## src/rtl/femto_bus_fabric_if.sv

```systemverilog
// Signal bundle between FemtoRV32, the bus fabric and its memory-mapped slaves.
// cpu_wdata bypasses the fabric and reaches every slave directly, so only the master modport carries it.
interface femto_bus_fabric_if #(
  parameter int NSLAVES = 8
);
  logic [31:0]           cpu_addr;
  logic [31:0]           cpu_wdata;
  logic [3:0]            cpu_wmask;
  logic                  cpu_rstrb;
  logic [31:0]           cpu_rdata;
  logic                  cpu_rbusy;
  logic                  cpu_wbusy;
  logic [NSLAVES-1:0]    s_rd;
  logic [NSLAVES-1:0]    s_wr;
  logic [32*NSLAVES-1:0] s_rdata;
  logic [NSLAVES-1:0]    s_rbusy;
  logic [NSLAVES-1:0]    s_wbusy;
  logic                  err_clr;
  logic                  err_valid;
  logic [1:0]            err_code;
  logic [31:0]           err_addr;

  modport slave (
    input  cpu_addr, cpu_wmask, cpu_rstrb, s_rdata, s_rbusy, s_wbusy, err_clr,
    output cpu_rdata, cpu_rbusy, cpu_wbusy, s_rd, s_wr, err_valid, err_code, err_addr
  );

  modport master (
    output cpu_addr, cpu_wdata, cpu_wmask, cpu_rstrb, s_rdata, s_rbusy, s_wbusy, err_clr,
    input  cpu_rdata, cpu_rbusy, cpu_wbusy, s_rd, s_wr, err_valid, err_code, err_addr
  );
endinterface

```

## src/rtl/femto_bus_fabric.sv

```systemverilog
// Table-driven address decoder, read-data mux and busy arbiter between FemtoRV32 and N slaves,
// with a per-access busy timeout and sticky capture of the first unmapped/timeout error.
module femto_bus_fabric #(
  parameter int                    NSLAVES       = 8,
  parameter logic [16*NSLAVES-1:0] SLAVE_PAGES   = {16'h0047, 16'h0046, 16'h0045, 16'h0044,
                                                    16'h0043, 16'h0042, 16'h0041, 16'h0040},
  parameter int                    DEFAULT_SLAVE = 0,
  parameter int                    TIMEOUT       = 255,
  parameter logic [31:0]           ERR_RDATA     = 32'hDEAD_BEEF
) (
  input  logic             clk,
  input  logic             resetn,
  femto_bus_fabric_if.slave bus
);
  localparam int          SELW        = (NSLAVES > 1) ? $clog2(NSLAVES) : 1;
  localparam bit          DEF_MAPPED  = (DEFAULT_SLAVE >= 0) && (DEFAULT_SLAVE < NSLAVES);
  localparam int          DEF_IDX     = DEF_MAPPED ? DEFAULT_SLAVE : 0;
  localparam logic [15:0] TIMEOUT_CNT = 16'(TIMEOUT);

  localparam logic [1:0] IDLE    = 2'd0;
  localparam logic [1:0] RD_WAIT = 2'd1;
  localparam logic [1:0] WR_WAIT = 2'd2;
  localparam logic [1:0] ERR_RSP = 2'd3;

  localparam logic [1:0] ERR_UNMAPPED = 2'b01;
  localparam logic [1:0] ERR_RD_TO    = 2'b10;
  localparam logic [1:0] ERR_WR_TO    = 2'b11;

  logic [1:0]         state_q, state_d;
  logic [SELW-1:0]    sel_q, sel_d;
  logic               mapped_d;
  logic [15:0]        cnt_q, cnt_d;
  logic [31:0]        addr_q;
  logic               errRead_q;
  logic               errValid_q, errValid_d;
  logic [1:0]         errCode_q, errCode_d;
  logic [31:0]        errAddr_q, errAddr_d;

  logic               wrReq, rdReq, accept;
  logic               waiting, slaveBusy, timeoutHit;
  logic               errEvent;
  logic [1:0]         errCode;
  logic [31:0]        errAddr;
  logic [NSLAVES-1:0] selOneHot;

  // Descending scan so the lowest matching index is the one left standing.
  always_comb begin
    sel_d    = SELW'(DEF_IDX);
    mapped_d = DEF_MAPPED;
    for (int i = NSLAVES - 1; i >= 0; i--) begin
      if (bus.cpu_addr[31:16] == SLAVE_PAGES[16*i +: 16]) begin
        sel_d    = SELW'(i);
        mapped_d = 1'b1;
      end
    end
  end

  assign wrReq     = |bus.cpu_wmask;
  assign rdReq     = bus.cpu_rstrb & ~wrReq;
  assign accept    = (state_q == IDLE) & (wrReq | rdReq);
  assign selOneHot = NSLAVES'(1) << sel_d;
  assign bus.s_wr  = (accept & mapped_d & wrReq) ? selOneHot : '0;
  assign bus.s_rd  = (accept & mapped_d & rdReq) ? selOneHot : '0;

  assign waiting       = (state_q == RD_WAIT) | (state_q == WR_WAIT);
  assign slaveBusy     = (state_q == RD_WAIT) ? bus.s_rbusy[sel_q] : bus.s_wbusy[sel_q];
  assign timeoutHit    = waiting & slaveBusy & (cnt_q == TIMEOUT_CNT);
  assign bus.cpu_rbusy = (state_q == RD_WAIT) & slaveBusy & ~timeoutHit;
  assign bus.cpu_wbusy = (state_q == WR_WAIT) & slaveBusy & ~timeoutHit;

  // sel_q, not the live address, picks the data so it stays bound to the accessed slave.
  assign bus.cpu_rdata = (((state_q == ERR_RSP) & errRead_q) | ((state_q == RD_WAIT) & timeoutHit))
                         ? ERR_RDATA : bus.s_rdata[32*sel_q +: 32];

  always_comb begin
    state_d  = state_q;
    cnt_d    = cnt_q;
    errEvent = 1'b0;
    errCode  = ERR_UNMAPPED;
    errAddr  = bus.cpu_addr;
    case (state_q)
      IDLE: begin
        if (accept) begin
          cnt_d = '0;
          if (!mapped_d) begin
            state_d  = ERR_RSP;
            errEvent = 1'b1;
          end else begin
            state_d = wrReq ? WR_WAIT : RD_WAIT;
          end
        end
      end
      RD_WAIT, WR_WAIT: begin
        if (timeoutHit) begin
          state_d  = IDLE;
          errEvent = 1'b1;
          errCode  = (state_q == RD_WAIT) ? ERR_RD_TO : ERR_WR_TO;
          errAddr  = addr_q;
        end else if (slaveBusy) begin
          cnt_d = cnt_q + 16'd1;
        end else begin
          state_d = IDLE;
        end
      end
      default: state_d = IDLE;
    endcase
  end

  // A new error wins over a coincident clear; otherwise the first error is held.
  always_comb begin
    errValid_d = errValid_q;
    errCode_d  = errCode_q;
    errAddr_d  = errAddr_q;
    if (errEvent && (!errValid_q || bus.err_clr)) begin
      errValid_d = 1'b1;
      errCode_d  = errCode;
      errAddr_d  = errAddr;
    end else if (bus.err_clr) begin
      errValid_d = 1'b0;
    end
  end

  always_ff @(posedge clk) begin
    if (!resetn) begin
      state_q    <= IDLE;
      sel_q      <= SELW'(DEF_IDX);
      cnt_q      <= '0;
      addr_q     <= '0;
      errRead_q  <= 1'b0;
      errValid_q <= 1'b0;
      errCode_q  <= '0;
      errAddr_q  <= '0;
    end else begin
      state_q    <= state_d;
      cnt_q      <= cnt_d;
      errValid_q <= errValid_d;
      errCode_q  <= errCode_d;
      errAddr_q  <= errAddr_d;
      if (accept) begin
        sel_q     <= sel_d;
        addr_q    <= bus.cpu_addr;
        errRead_q <= rdReq;
      end
    end
  end

  assign bus.err_valid = errValid_q;
  assign bus.err_code  = errCode_q;
  assign bus.err_addr  = errAddr_q;
endmodule

```

## src/flat_wrapper.sv

```systemverilog
// flat-port wrapper written by rule: the top's interface ports become plain ports
module femto_bus_fabric_flat 
#(
  parameter int                    NSLAVES       = 8,
  parameter logic [16*NSLAVES-1:0] SLAVE_PAGES   = {16'h0047, 16'h0046, 16'h0045, 16'h0044,
                                                    16'h0043, 16'h0042, 16'h0041, 16'h0040},
  parameter int                    DEFAULT_SLAVE = 0,
  parameter int                    TIMEOUT       = 255,
  parameter logic [31:0]           ERR_RDATA     = 32'hDEAD_BEEF
)
  (clk, resetn, bus_cpu_addr, bus_cpu_wmask, bus_cpu_rstrb, bus_s_rdata, bus_s_rbusy, bus_s_wbusy, bus_err_clr, bus_cpu_rdata, bus_cpu_rbusy, bus_cpu_wbusy, bus_s_rd, bus_s_wr, bus_err_valid, bus_err_code, bus_err_addr);
  femto_bus_fabric_if #(.NSLAVES(NSLAVES)) bus_i ();
  input  logic clk;
  input  logic resetn;
  input wire logic [$bits(bus_i.cpu_addr)-1:0] bus_cpu_addr;
  input wire logic [$bits(bus_i.cpu_wmask)-1:0] bus_cpu_wmask;
  input wire logic [$bits(bus_i.cpu_rstrb)-1:0] bus_cpu_rstrb;
  input wire logic [$bits(bus_i.s_rdata)-1:0] bus_s_rdata;
  input wire logic [$bits(bus_i.s_rbusy)-1:0] bus_s_rbusy;
  input wire logic [$bits(bus_i.s_wbusy)-1:0] bus_s_wbusy;
  input wire logic [$bits(bus_i.err_clr)-1:0] bus_err_clr;
  output wire logic [$bits(bus_i.cpu_rdata)-1:0] bus_cpu_rdata;
  output wire logic [$bits(bus_i.cpu_rbusy)-1:0] bus_cpu_rbusy;
  output wire logic [$bits(bus_i.cpu_wbusy)-1:0] bus_cpu_wbusy;
  output wire logic [$bits(bus_i.s_rd)-1:0] bus_s_rd;
  output wire logic [$bits(bus_i.s_wr)-1:0] bus_s_wr;
  output wire logic [$bits(bus_i.err_valid)-1:0] bus_err_valid;
  output wire logic [$bits(bus_i.err_code)-1:0] bus_err_code;
  output wire logic [$bits(bus_i.err_addr)-1:0] bus_err_addr;
  assign bus_i.cpu_addr = bus_cpu_addr;
  assign bus_i.cpu_wmask = bus_cpu_wmask;
  assign bus_i.cpu_rstrb = bus_cpu_rstrb;
  assign bus_i.s_rdata = bus_s_rdata;
  assign bus_i.s_rbusy = bus_s_rbusy;
  assign bus_i.s_wbusy = bus_s_wbusy;
  assign bus_i.err_clr = bus_err_clr;
  assign bus_cpu_rdata = bus_i.cpu_rdata;
  assign bus_cpu_rbusy = bus_i.cpu_rbusy;
  assign bus_cpu_wbusy = bus_i.cpu_wbusy;
  assign bus_s_rd = bus_i.s_rd;
  assign bus_s_wr = bus_i.s_wr;
  assign bus_err_valid = bus_i.err_valid;
  assign bus_err_code = bus_i.err_code;
  assign bus_err_addr = bus_i.err_addr;
  femto_bus_fabric #(.NSLAVES(NSLAVES), .SLAVE_PAGES(SLAVE_PAGES), .DEFAULT_SLAVE(DEFAULT_SLAVE), .TIMEOUT(TIMEOUT), .ERR_RDATA(ERR_RDATA)) u_core (.clk(clk), .resetn(resetn), .bus(bus_i));
endmodule
```

## config.mk

```make
export PLATFORM = sky130hd
export DESIGN_NAME = femto_bus_fabric_flat
export DESIGN_NICKNAME = d
export VERILOG_FILES = /design/src/rtl/femto_bus_fabric_if.sv /design/src/rtl/femto_bus_fabric.sv /design/src/flat_wrapper.sv
export SDC_FILE = /design/constraint.sdc
export NUM_CORES = 1
export LEC_CHECK = 0
export BUFFER_PORTS_ARGS = -buffer_cell sky130_fd_sc_hd__buf_2
export CORE_AREA = 3 3 152 154
export DETAILED_ROUTE_END_ITERATION = 16
export DIE_AREA = 0 0 155 157
export SETUP_SLACK_MARGIN = 0.4
export SLEW_MARGIN = 15
export SYNTH_ARGS = -nofsm -noshare
export SYNTH_HDL_FRONTEND = slang
export SYNTH_SLANG_ARGS = --single-unit
```

## constraint.sdc

```tcl
create_clock -name clk -period 2.8 [get_ports clk]
set_clock_uncertainty 0.15 [all_clocks]
set_input_delay 0.28 -clock clk [delete_from_list [all_inputs] [get_ports clk]]
set_output_delay 0.28 -clock clk [all_outputs]
set_load 0.005 [all_outputs]
```

==> flow_summary.json <==
{
  "cp_common_cell": "buf_12",
  "crit_type": "reg2out",
  "clkPwrFrac_pct": 38.7,
  "required_ns": 2.37,
  "grt_use_total_pct": 25.42,
  "sw_frac_of_total_pct": 28.02,
  "start_util_pct": 26.74,
  "cts_hold_buf": 0,
  "violations": "negative setup slack",
  "ctsHtreeMaxLevel": 3,
  "synth.avg_cell_area_sq_um": 9.132,
  "p_comb_share_pct": 20.9,
  "viasPerCell": 5.220,
  "tns_ns": -0.1233,
  "ir_drop_mv": 0.2629,
  "status": "finished, violations left",
  "grt_start_max_net_pins": 68,
  "post-place-ws_ns": 0.1466,
  "fin_crit_sh_pct": 100.7,
  "ant_nets": 0,
  "route.detailed.drc": 0,
  "grt_setup_unrepaired": "true",
  "core_sq_um": 21820,
  "synth_edf_count": 0,
  "antenna_found_initial": 27,
  "worst_pin_slew_ns": 0.5857,
  "ys_seq_area_share_pct": 30.53,
  "drive_gt1_share_pct": 53.59,
  "port-buffer-count": 396,
  "final_max_slew_viol_count": 0,
  "synth.distinct_cells": 39,
  "drt_iter0_drc": 438,
  "ys.flop_type": "dfxtp_1",
  "gp_congestion": 1.014,
  "cts_tree": "done",
  "wl_um": 32350,
  "critical_path.cell_chain": "buf_12 > mux2i_2 > mux4_2 > o22ai_4 > nand2_2 > o21a_1 > buf_12 > nand2_1 > buf_2",
  "fin_crit_ns": 2.820,
  "fmax_mhz": 354.7,
  "crit_buf_inv": 3,
  "syn-cell-area_sq_um": 5836,
  "powerDensity_nw_per_um2": 373.1,
  "cp_slowest_stage_delay_ns": 0.53,
  "clockBufferDepth": 2,
  "drtPass1Iterations": 5,
  "cts_root_buf": "clkbuf_16",
  "p_leak_uw": 0.003798,
  "grt_pass1_vias": 6538,
  "ys_ff_latch": 89,
  "rows": 54,
  "yosysWarnings": 0,
  "internal_power_uw": 2379,
  "p_seq_share_pct": 40.5,
  "worstPathArrival_ns": 2.39,
  "die_x_um": 155,
  "crit_slowest_cell": "mux4_2",
  "die-area_sq_um": 24340,
  "setup_viol": 15,
  "synth_cells": 639,
  "cap_violations": 0,
  "grt_pass1_wl_um": 45110,
  "timing.slew.headroom_pct": 60.95,
  "worstSetupStartpointType": "flip-flop",
  "dieHeight_um": 157,
  "hold_path_class": "in2reg",
  "cts_sinks": 89,
  "worstSetupEndpointType": "output port",
  "wl_per_cell_um": 24.58,
  "cts_buffers": 9,
  "switchingPower_uw": 926.3,
  "gr-total-overflow": 0,
  "cp_top_family": "multiplexers",
  "hpwl_um": 26940,
  "syn_nets": 956,
  "timing.final.ws_setup_ns": -0.01960,
  "via_count": 6869,
  "cp_max_fo": 24,
  "ys_async_sr_fraction_pct": 0,
  "area_delta_synth_final_pct": 51.80,
  "cts.clk_slew.worst_paths_ns": 0.07,
  "clock_latency_ns": 0.34,
  "ios": 397,
  "hold_viol": 0,
  "fin_nets": 1342
}
[synth_stat cells (all sizes together) (3+ instances only)]
library cell  instances  area share [%]
a21oi                39             3.3
and3                  9            0.96
buf                  17             1.4
clkbuf               38             2.4
dfxtp                89              31
ha                    5             1.1
inv                   6            0.39
mux2i                41             7.0
mux4                 67              26
nand2               133             8.6
nand2b                4            0.43
nand3                48             4.1
nand4                 9            0.96
nor2                 40             2.6
nor3                 10            0.86
nor4                  9            0.96
o21ai                39             3.3
or3                   4            0.43
or4                   3            0.39
xnor2                 4            0.60
xor2                  6            0.90
[per-stage QoR]
stage	util, %	std cells	instance area (sq um)	total power [uW]	hold slack (ns)
floorplan	-	639	5857	1651	0.2660
global placement	37.51	1281	8187	2007	0.2828
detailed placement	37.51	1281	8187	2015	0.2866
CTS	40.06	1307	8743	3320	0.01168
global route	40.59	1316	8859	3454	0.01578
finish	40.59	1316	8859	3305	0.02134
[per-layer routing]
layer  part of all wire, %  global-route usage (%)  vias up  routed length (um)
li1                      -                       -     3129                   -
met1                    44                   35.79     3288               14110
met2                    45                   39.08      382               14590
met3                   8.9                   7.066       52                2869
met4                   2.1                   5.593       18                 667
met5                  0.32                       0        -                 105
[path summary, 6_finish.rpt]
check                    startpoint                endpoint  slack (ns)  cells after the start
max                 u_core.sel_q[1]       bus_cpu_rdata[25]       -0.02                      9
min                 bus_cpu_addr[9]        u_core.addr_q[9]        0.02                      3
max reg2reg         u_core.sel_q[1]         u_core.cnt_q[6]        0.25                      8
min reg2reg  u_core.bus.err_code[1]  u_core.bus.err_code[1]        0.29                      2
[layout make-up]
class,count,area [sq um]
Tap cell,280,350.3
Inverter,7,26.28
Fill cell,2234,12960
Clock buffer,9,225.2
Antenna cell,6,15.01
Sequential cell,89,1792
Timing Repair Buffer,430,2350
Clock inverter,7,92.59
Multi-Input combinational cell,488,4008
[power groups by stage]
stage / registers (uW) / clock network [uW] / logic, uW
2_1_floorplan: 1360 / 0 / 289
3_3_place_gp: 1360 / 0 / 642
3_5_place_dp: 1370 / 0 / 649
4_1_cts: 1340 / 1310 / 675
5_1_grt: 1340 / 1360 / 751
6_report: 1340 / 1280 / 689
[cell families after synthesis]
| family | after synthesis | synth area share, % |
|---|---|---|
| buffers and inverters | 62 | 4.245 |
| DFF | 89 | 30.53 |
| adders and majority gates | 5 | 1.072 |
| xor gates and xnor gates | 10 | 1.501 |
| muxes | 108 | 32.89 |
| AOI/OAI and AO/OA | 91 | 8.769 |
| and+or+nand+nor | 274 | 20.99 |
[layout by cell type (no fill, tap or decap), types with 4 or more instances in the layout]
master / n
xor2_1: 6
buf_2: 395
a21oi_1: 38
dfxtp_1: 85
inv_1: 5
nand2b_1: 4
diode_2: 6
buf_6: 6
nor2_1: 36
nand3_1: 45
xnor2_1: 4
clkbuf_16: 9
nand4_1: 9
nand2_1: 132
and3_1: 8
mux4_2: 67
nor4_4: 4
nor4_1: 4
o21ai_0: 36
buf_4: 22
mux2i_1: 38
buf_12: 7
inv_6: 4
nor3_1: 5
[state kept, by name, summed over array words and instances, names as in the netlist]
| register | count |
|---|---|
| u_core.bus.err_valid | 1 |
| u_core.bus.err_addr | 32 |
| u_core.errRead_q | 1 |
| u_core.cnt_q | 16 |
| u_core.state_q | 2 |
| u_core.sel_q | 3 |
| u_core.bus.err_code | 2 |
| u_core.addr_q | 32 |
[worst min-delay path, stage by stage]
cell	delay (ns)
buf_2	0.09
nand2_1	0.05
a21oi_1	0.05
[repair_timing]
action,in CTS,in global routing
gates resized for setup,34,18
pin swaps,9,15
buffers inserted,10,3
setup endpoints to repair,91,90
Power figures use the tool's default switching activity.
